## src/rtl/ps2_pkg.sv

```systemverilog
// Shared constants, event layout and FSM encoding for the PS/2 set-2 key event decoder.
package ps2_pkg;

  localparam logic [7:0] B_E0 = 8'hE0;
  localparam logic [7:0] B_F0 = 8'hF0;
  localparam logic [7:0] B_E1 = 8'hE1;
  localparam logic [7:0] B_FA = 8'hFA;
  localparam logic [7:0] B_AA = 8'hAA;
  localparam logic [7:0] B_EE = 8'hEE;
  localparam logic [7:0] B_FE = 8'hFE;
  localparam logic [7:0] B_FC = 8'hFC;
  localparam logic [7:0] B_00 = 8'h00;
  localparam logic [7:0] B_FF = 8'hFF;

  localparam logic [7:0] PAUSE_CODE = 8'h77;
  // Pause key sends E1 plus 7 more bytes; counter index of the last one.
  localparam logic [2:0] PAUSE_LAST = 3'd6;

  localparam int EV_EXT = 9;
  localparam int EV_BRK = 8;
  localparam int EV_W   = 10;

  typedef enum logic [2:0] {
    S_IDLE    = 3'd0,
    S_EXT     = 3'd1,
    S_BRK     = 3'd2,
    S_EXT_BRK = 3'd3,
    S_PAUSE   = 3'd4
  } state_t;

  // Bit layout matches EV_EXT/EV_BRK/code[7:0].
  typedef struct packed {
    logic       ext;
    logic       brk;
    logic [7:0] code;
  } ev_t;

  function automatic logic is_prefix(input logic [7:0] b);
    return (b == B_E0) || (b == B_F0) || (b == B_E1);
  endfunction

  // Keyboard replies (ACK, BAT ok, echo, resend) carry no key information.
  function automatic logic is_status(input logic [7:0] b);
    return (b == B_FA) || (b == B_AA) || (b == B_EE) || (b == B_FE);
  endfunction

  // BAT failure and buffer-overrun/error codes.
  function automatic logic is_fault(input logic [7:0] b);
    return (b == B_FC) || (b == B_00) || (b == B_FF);
  endfunction

endpackage

```

## src/rtl/ps2_event_fifo.sv

```systemverilog
// Synchronous first-word-fall-through FIFO; rdata always shows the head entry.
module ps2_event_fifo #(
  parameter int WIDTH = 10,
  parameter int DEPTH = 8
) (
  input  logic                     clk,
  input  logic                     rst_n,
  input  logic                     push,
  input  logic [WIDTH-1:0]         wdata,
  input  logic                     pop,
  output logic [WIDTH-1:0]         rdata,
  output logic                     full,
  output logic                     empty,
  output logic [$clog2(DEPTH):0]   count
);

  localparam int AW = $clog2(DEPTH);
  localparam logic [AW:0] CNT_FULL = (AW+1)'(DEPTH);

  logic [DEPTH-1:0][WIDTH-1:0] mem;
  logic [AW-1:0]               wr_ptr, rd_ptr;
  logic                        push_en, pop_en;

  assign empty   = (count == '0);
  assign full    = (count == CNT_FULL);
  // Pop on empty is ignored; push on full only lands if a pop frees a slot.
  assign pop_en  = pop & ~empty;
  assign push_en = push & (~full | pop_en);
  assign rdata   = mem[rd_ptr];

  // Storage, wrapping pointers and occupancy count.
  always_ff @(posedge clk) begin
    if (!rst_n) begin
      mem    <= '0;
      wr_ptr <= '0;
      rd_ptr <= '0;
      count  <= '0;
    end else begin
      if (push_en) begin
        mem[wr_ptr] <= wdata;
        wr_ptr      <= wr_ptr + 1'b1;
      end
      if (pop_en) rd_ptr <= rd_ptr + 1'b1;
      case ({push_en, pop_en})
        2'b10:   count <= count + 1'b1;
        2'b01:   count <= count - 1'b1;
        default: count <= count;
      endcase
    end
  end

endmodule

```

## src/rtl/ps2_key_event_decoder.sv

```systemverilog
// Folds set-2 scan-code prefix sequences into {ext, brk, code} events and queues them.
module ps2_key_event_decoder
  import ps2_pkg::*;
#(
  parameter int FIFO_DEPTH  = 8,
  parameter int TIMEOUT_CYC = 500000
) (
  input  logic                          CLOCK_50,
  input  logic                          RESET_N,
  input  logic [7:0]                    rx_data,
  input  logic                          rx_valid,
  input  logic                          rx_err,
  output logic [EV_W-1:0]               ev_data,
  output logic                          ev_valid,
  input  logic                          ev_ready,
  output logic [$clog2(FIFO_DEPTH):0]   fifo_count,
  output logic                          overflow,
  output logic                          kbd_fault,
  input  logic                          clr_status
);

  localparam int TW = $clog2(TIMEOUT_CYC);
  localparam logic [TW-1:0] TO_LAST = TW'(TIMEOUT_CYC - 1);

  state_t        state, state_nxt;
  logic [2:0]    pcnt, pcnt_nxt;
  logic [TW-1:0] tcnt;
  logic          push, fault_set, ovf_set;
  ev_t           push_ev;
  logic          fifo_full, fifo_empty;

  // Next-state, event generation and fault detection for each received byte.
  always_comb begin
    state_nxt = state;
    pcnt_nxt  = pcnt;
    push      = 1'b0;
    push_ev   = '0;
    fault_set = 1'b0;
    if (rx_err) begin
      fault_set = 1'b1;
      state_nxt = S_IDLE;
      pcnt_nxt  = '0;
    end else if (rx_valid) begin
      case (state)
        S_IDLE: begin
          if (rx_data == B_E0)       state_nxt = S_EXT;
          else if (rx_data == B_F0)  state_nxt = S_BRK;
          else if (rx_data == B_E1) begin
            state_nxt = S_PAUSE;
            pcnt_nxt  = '0;
          end
          else if (is_fault(rx_data)) fault_set = 1'b1;
          else if (!is_status(rx_data)) begin
            push    = 1'b1;
            push_ev = '{ext: 1'b0, brk: 1'b0, code: rx_data};
          end
        end
        S_EXT: begin
          if (rx_data == B_F0) state_nxt = S_EXT_BRK;
          else if (rx_data != B_E0 && rx_data != B_E1) begin
            push      = 1'b1;
            push_ev   = '{ext: 1'b1, brk: 1'b0, code: rx_data};
            state_nxt = S_IDLE;
          end
        end
        S_BRK, S_EXT_BRK: begin
          // A prefix here means a corrupted sequence: drop it entirely.
          if (!is_prefix(rx_data)) begin
            push    = 1'b1;
            push_ev = '{ext: (state == S_EXT_BRK), brk: 1'b1, code: rx_data};
          end
          state_nxt = S_IDLE;
        end
        S_PAUSE: begin
          if (pcnt == PAUSE_LAST) begin
            push      = 1'b1;
            push_ev   = '{ext: 1'b1, brk: 1'b0, code: PAUSE_CODE};
            state_nxt = S_IDLE;
            pcnt_nxt  = '0;
          end else begin
            pcnt_nxt = pcnt + 1'b1;
          end
        end
        default: state_nxt = S_IDLE;
      endcase
    end else if (state != S_IDLE && tcnt == TO_LAST) begin
      state_nxt = S_IDLE;
      pcnt_nxt  = '0;
    end
  end

  // State and pause-count registers.
  always_ff @(posedge CLOCK_50) begin
    if (!RESET_N) begin
      state <= S_IDLE;
      pcnt  <= '0;
    end else begin
      state <= state_nxt;
      pcnt  <= pcnt_nxt;
    end
  end

  // Idle-cycle counter for abandoning a stalled prefix sequence.
  always_ff @(posedge CLOCK_50) begin
    if (!RESET_N)
      tcnt <= '0;
    else if (rx_valid || rx_err || state == S_IDLE || tcnt == TO_LAST)
      tcnt <= '0;
    else
      tcnt <= tcnt + 1'b1;
  end

  // A full FIFO is never empty, so a push is dropped exactly when ev_ready is low.
  assign ovf_set = push & fifo_full & ~ev_ready;

  // Sticky status flags; a new set event beats a same-cycle clear.
  always_ff @(posedge CLOCK_50) begin
    if (!RESET_N) begin
      overflow  <= 1'b0;
      kbd_fault <= 1'b0;
    end else begin
      overflow  <= ovf_set   | (overflow  & ~clr_status);
      kbd_fault <= fault_set | (kbd_fault & ~clr_status);
    end
  end

  ps2_event_fifo #(
    .WIDTH (EV_W),
    .DEPTH (FIFO_DEPTH)
  ) u_fifo (
    .clk   (CLOCK_50),
    .rst_n (RESET_N),
    .push  (push),
    .wdata (push_ev),
    .pop   (ev_ready),
    .rdata (ev_data),
    .full  (fifo_full),
    .empty (fifo_empty),
    .count (fifo_count)
  );

  assign ev_valid = ~fifo_empty;

endmodule
```

## config.mk

```make
export PLATFORM = sky130hd
export DESIGN_NAME = ps2_key_event_decoder
export DESIGN_NICKNAME = d
export VERILOG_FILES = /design/src/rtl/ps2_pkg.sv /design/src/rtl/ps2_event_fifo.sv /design/src/rtl/ps2_key_event_decoder.sv
export SDC_FILE = /design/constraint.sdc
export NUM_CORES = 1
export LEC_CHECK = 0
export BUFFER_PORTS_ARGS = -buffer_cell sky130_fd_sc_hd__buf_2
export CAP_MARGIN = 20
export CORE_AREA = 2 2 122 124
export CTS_BUF_LIST = sky130_fd_sc_hd__clkbuf_8
export CTS_CLUSTER_SIZE = 25
export DETAILED_ROUTE_END_ITERATION = 8
export DIE_AREA = 0 0 124 126
export SLEW_MARGIN = 10
export SYNTH_ARGS = -nofsm -noshare
export SYNTH_HDL_FRONTEND = slang
export SYNTH_SLANG_ARGS = --single-unit
```

## constraint.sdc

```tcl
create_clock -name CLOCK_50 -period 7.05 [get_ports CLOCK_50]
set_input_delay 0.705 -clock CLOCK_50 [delete_from_list [all_inputs] [get_ports CLOCK_50]]
set_output_delay 0.705 -clock CLOCK_50 [all_outputs]
set_load 0.01 [all_outputs]
```

==> results.toml <==
[outcome]
status = "completed"

[yosys]
synthCells = 579
ys_ff_latch = 117
synth_xor_area_share_pct = 3.607
syn_nets = 599
synth_edf_count = 0
synth_cell_type_count = 54
avgSynthCellArea_um2 = 9.644
synth_area_um2 = 5584
synth_adder_area_share_pct = 1.344
synthMuxAreaShare_pct = 17.97
synth_seq_area_share_pct = 41.94
ys_warn_count = 0
async_reset_ff_share_pct = 0
synth_top_family_by_area = "simple AND/OR/NAND/NOR gates"
synthFlopType = "dfxtp_1"
synth_compound_area_share_pct = 14.14
yosys.area_share.simple_pct = 18.42

[sta]
tightest_slew_ps = 1131
rsz0062_at_grt = "no"
fin_ws_ps = 3332
drv_slew = 0
fmax_mhz = 269.0
slew_headroom_pct = 24.57
fin_crit_sh_pct = 52.74
setup_violations = 0
layout_min_cycle_time_ps = 3718
worst_clock_skew_ps = 11.41
final.setup.tns_ps = 0
hold_violations = 0

[setup_path]
cp.required_ps = 7370
cp-end-kind = "register"
cp-startpoint = "rx_data[1]"
r2r_start = "state[0]"
critPathKind = "in -> reg"
r2r_cells = 13
slowest_delay_ps = 680
start_kind = "primary input"
crit_arrival_ps = 4030
crit_chain = "buf_2 > nor4b_4 > a31oi_1 > nand2_1 > o31a_1 > a21oi_1 > inv_1 > ha_1 > or3b_2 > o21ai_0 > nand3b_1 > a21oi_1 > xor2_1 > and2_1"
path_common_cell = "a21oi_1"
crit_slowest_cell = "o31a_1"
cp_max_fo = 9
crit_end = "u_fifo.count[3]"
reg2reg_to = "u_fifo.count[2]"
rrSetupSlack_ps = 3460

[drt]
drt_pass1_iterations = 5
via_count = 4476
ant_nets = 0
viasPerCell = 5.574
drtIter0Drc = 391
drc_errors = 0
post_drt_wl_per_cell_um = 17.29
wirelength_um = 13890

[global_routing]
gr-usage-all-layers_pct = 18.68
grt_pass1_wl_um = 22510
grtUsageMet2_pct = 31.32
grt.met3_usage_pct = 4.710
grt_max_degree = 99
top_usage_layer = "met2"
antenna_found_initial = 2
overflow = 0
grt_pass1_vias = 4423
grt_util_met1_pct = 23.27

[final_layout]
synthToLayoutAreaGrowth_pct = 12.61
fin_nets = 625
layout-drive-gt1-share_pct = 18.28
fin_area_um2 = 6289

[clock_network]
numCtsBuffers = 17
post_cts_buffers = 0
cts-root-buf = "clkbuf_8"
holdBufCountCts = 0
post_cts_resized = 0
cts_tree = "yes"
insertion_delay_ps = 430
cts.htree.levels = 4
numClockSinks = 117
cts.clk_slew.worst_paths_ps = 70
clock_path_buffers = 2

[place]
gp_congestion = 0.8225
numPortBuffers = 30
dp_slack_ps = 2909
placed_cell_area_um2 = 5888
dpl.hpwl_um = 8841

[die]
dieHeight_um = 126
num_io_pins = 31
coreArea_um2 = 14310
std_cell_rows = 44
start_util_pct = 39.01
dieArea_um2 = 15620
die_w_um = 124

[power_and_ir_drop]
ir_drop_uv = 127.2
cellLeakagePower_nw = 2.110
finalPower_mw = 1.566
powerDensity_nw_per_um2 = 249.0

[worst_hold_path]
hold_class = "reg -> reg"

[flow_run]
max_cap_violations = 0
-- layer usage --
layer	up-vias	wire length, µm
met5	-	13
met4	2	180
met3	18	698
met2	116	6842
met1	2192	6152
li1	2148	-
-- cell type report --
cell class / instances / area (µm²)
clock buffers: 18 / 247.7
clock inverters: 14 / 150.1
fillers: 1394 / 8025
well taps: 184 / 230.2
multi-input cells: 426 / 3098
flip-flops and latches: 117 / 2342
diodes: 1 / 2.502
repair buffers: 35 / 187.7
inverters: 8 / 30.03
-- state kept, by name, indices dropped and copies added (netlist names) --
name,cells
overflow,1
u_fifo.rd_ptr,3
kbd_fault,1
pcnt,3
u_fifo.count,4
u_fifo.mem,80
state,3
tcnt,19
u_fifo.wr_ptr,3
-- cell families (layout without fill, tap and decap cells) --
logic type	Yosys count	in the layout
compound gates	99	99
xor+xnor	23	23
fa+ha+maj	6	6
buf+inv	36	75
flops	117	117
mux	74	74
other cells	0	1
simple gates	224	224
-- worst max-delay path: cells and delay by family --
family,cells,cell delay [ps]
adders and majority gates,1,250
and+or+nand+nor,5,1280
AOI/OAI and AO/OA,5,1410
xor gates and xnor gates,1,80
buffers and inverters,2,290
-- cells in the mapped netlist, types with 4 or more instances --
library cell / count / area [µm²]
nand3_1: 12 / 60.06
o21ai_0: 8 / 40.04
and3_1: 5 / 31.28
nor3_1: 12 / 60.06
mux2_2: 10 / 112.6
nand2_1: 119 / 446.7
and2_1: 6 / 37.54
xnor2_1: 9 / 78.83
dfxtp_1: 117 / 2342
buf_1: 4 / 15.01
a21oi_1: 17 / 85.08
o22ai_1: 40 / 250.2
mux4_2: 20 / 450.4
nand4_1: 5 / 31.28
a2111oi_4: 6 / 165.2
xor2_1: 14 / 122.6
clkbuf_1: 22 / 82.58
ha_1: 6 / 75.07
inv_1: 8 / 30.03
nor2_1: 35 / 131.4
o21ai_1: 7 / 35.03
mux2i_1: 44 / 440.4
nand2b_1: 6 / 37.54
nor4_1: 4 / 25.02
-- worst min path at each step --
stage,cells after the start,from,slack (ps),to
detailed placement,2,u_fifo.mem[39],450,u_fifo.mem[39]
finish,2,u_fifo.mem[33],460,u_fifo.mem[33]
global route,2,u_fifo.mem[79],470,u_fifo.mem[79]
floorplan,1,tcnt[0],430,tcnt[0]
global placement,2,u_fifo.mem[63],440,u_fifo.mem[63]
CTS,2,u_fifo.mem[19],460,u_fifo.mem[19]
-- power breakdown --
group	switching, mW	total (mW)	leakage (nW)	internal, mW
Clock	0.302	0.629	0.196	0.326
Sequential	0.0179	0.695	0.944	0.677
Combinational	0.138	0.242	0.970	0.105
-- cell usage in the layout, fill, tap and decap left out, drive strengths merged, types with 7 or more instances in the layout --
cell type and count:
xnor2 9, buf 35, inv 11, nand3 12, and2 7, clkbuf 18, a21oi 17, o22ai 40
nor2 35, nor3 12, xor2 14, nand2 120, mux2i 44, dfxtp 117, mux2 10, mux4 20
o21ai 15
-- per-stage QoR --
step	hold WS, ps	utilization [%]	cells
floorplan	430.2	-	579
global placement	438.8	41.14	770
detailed placement	448.9	41.14	770
CTS	460.7	43.92	802
global route	469.0	43.93	803
finish	456.6	43.93	803
No activity file was read; power rests on OpenSTA's default activity.
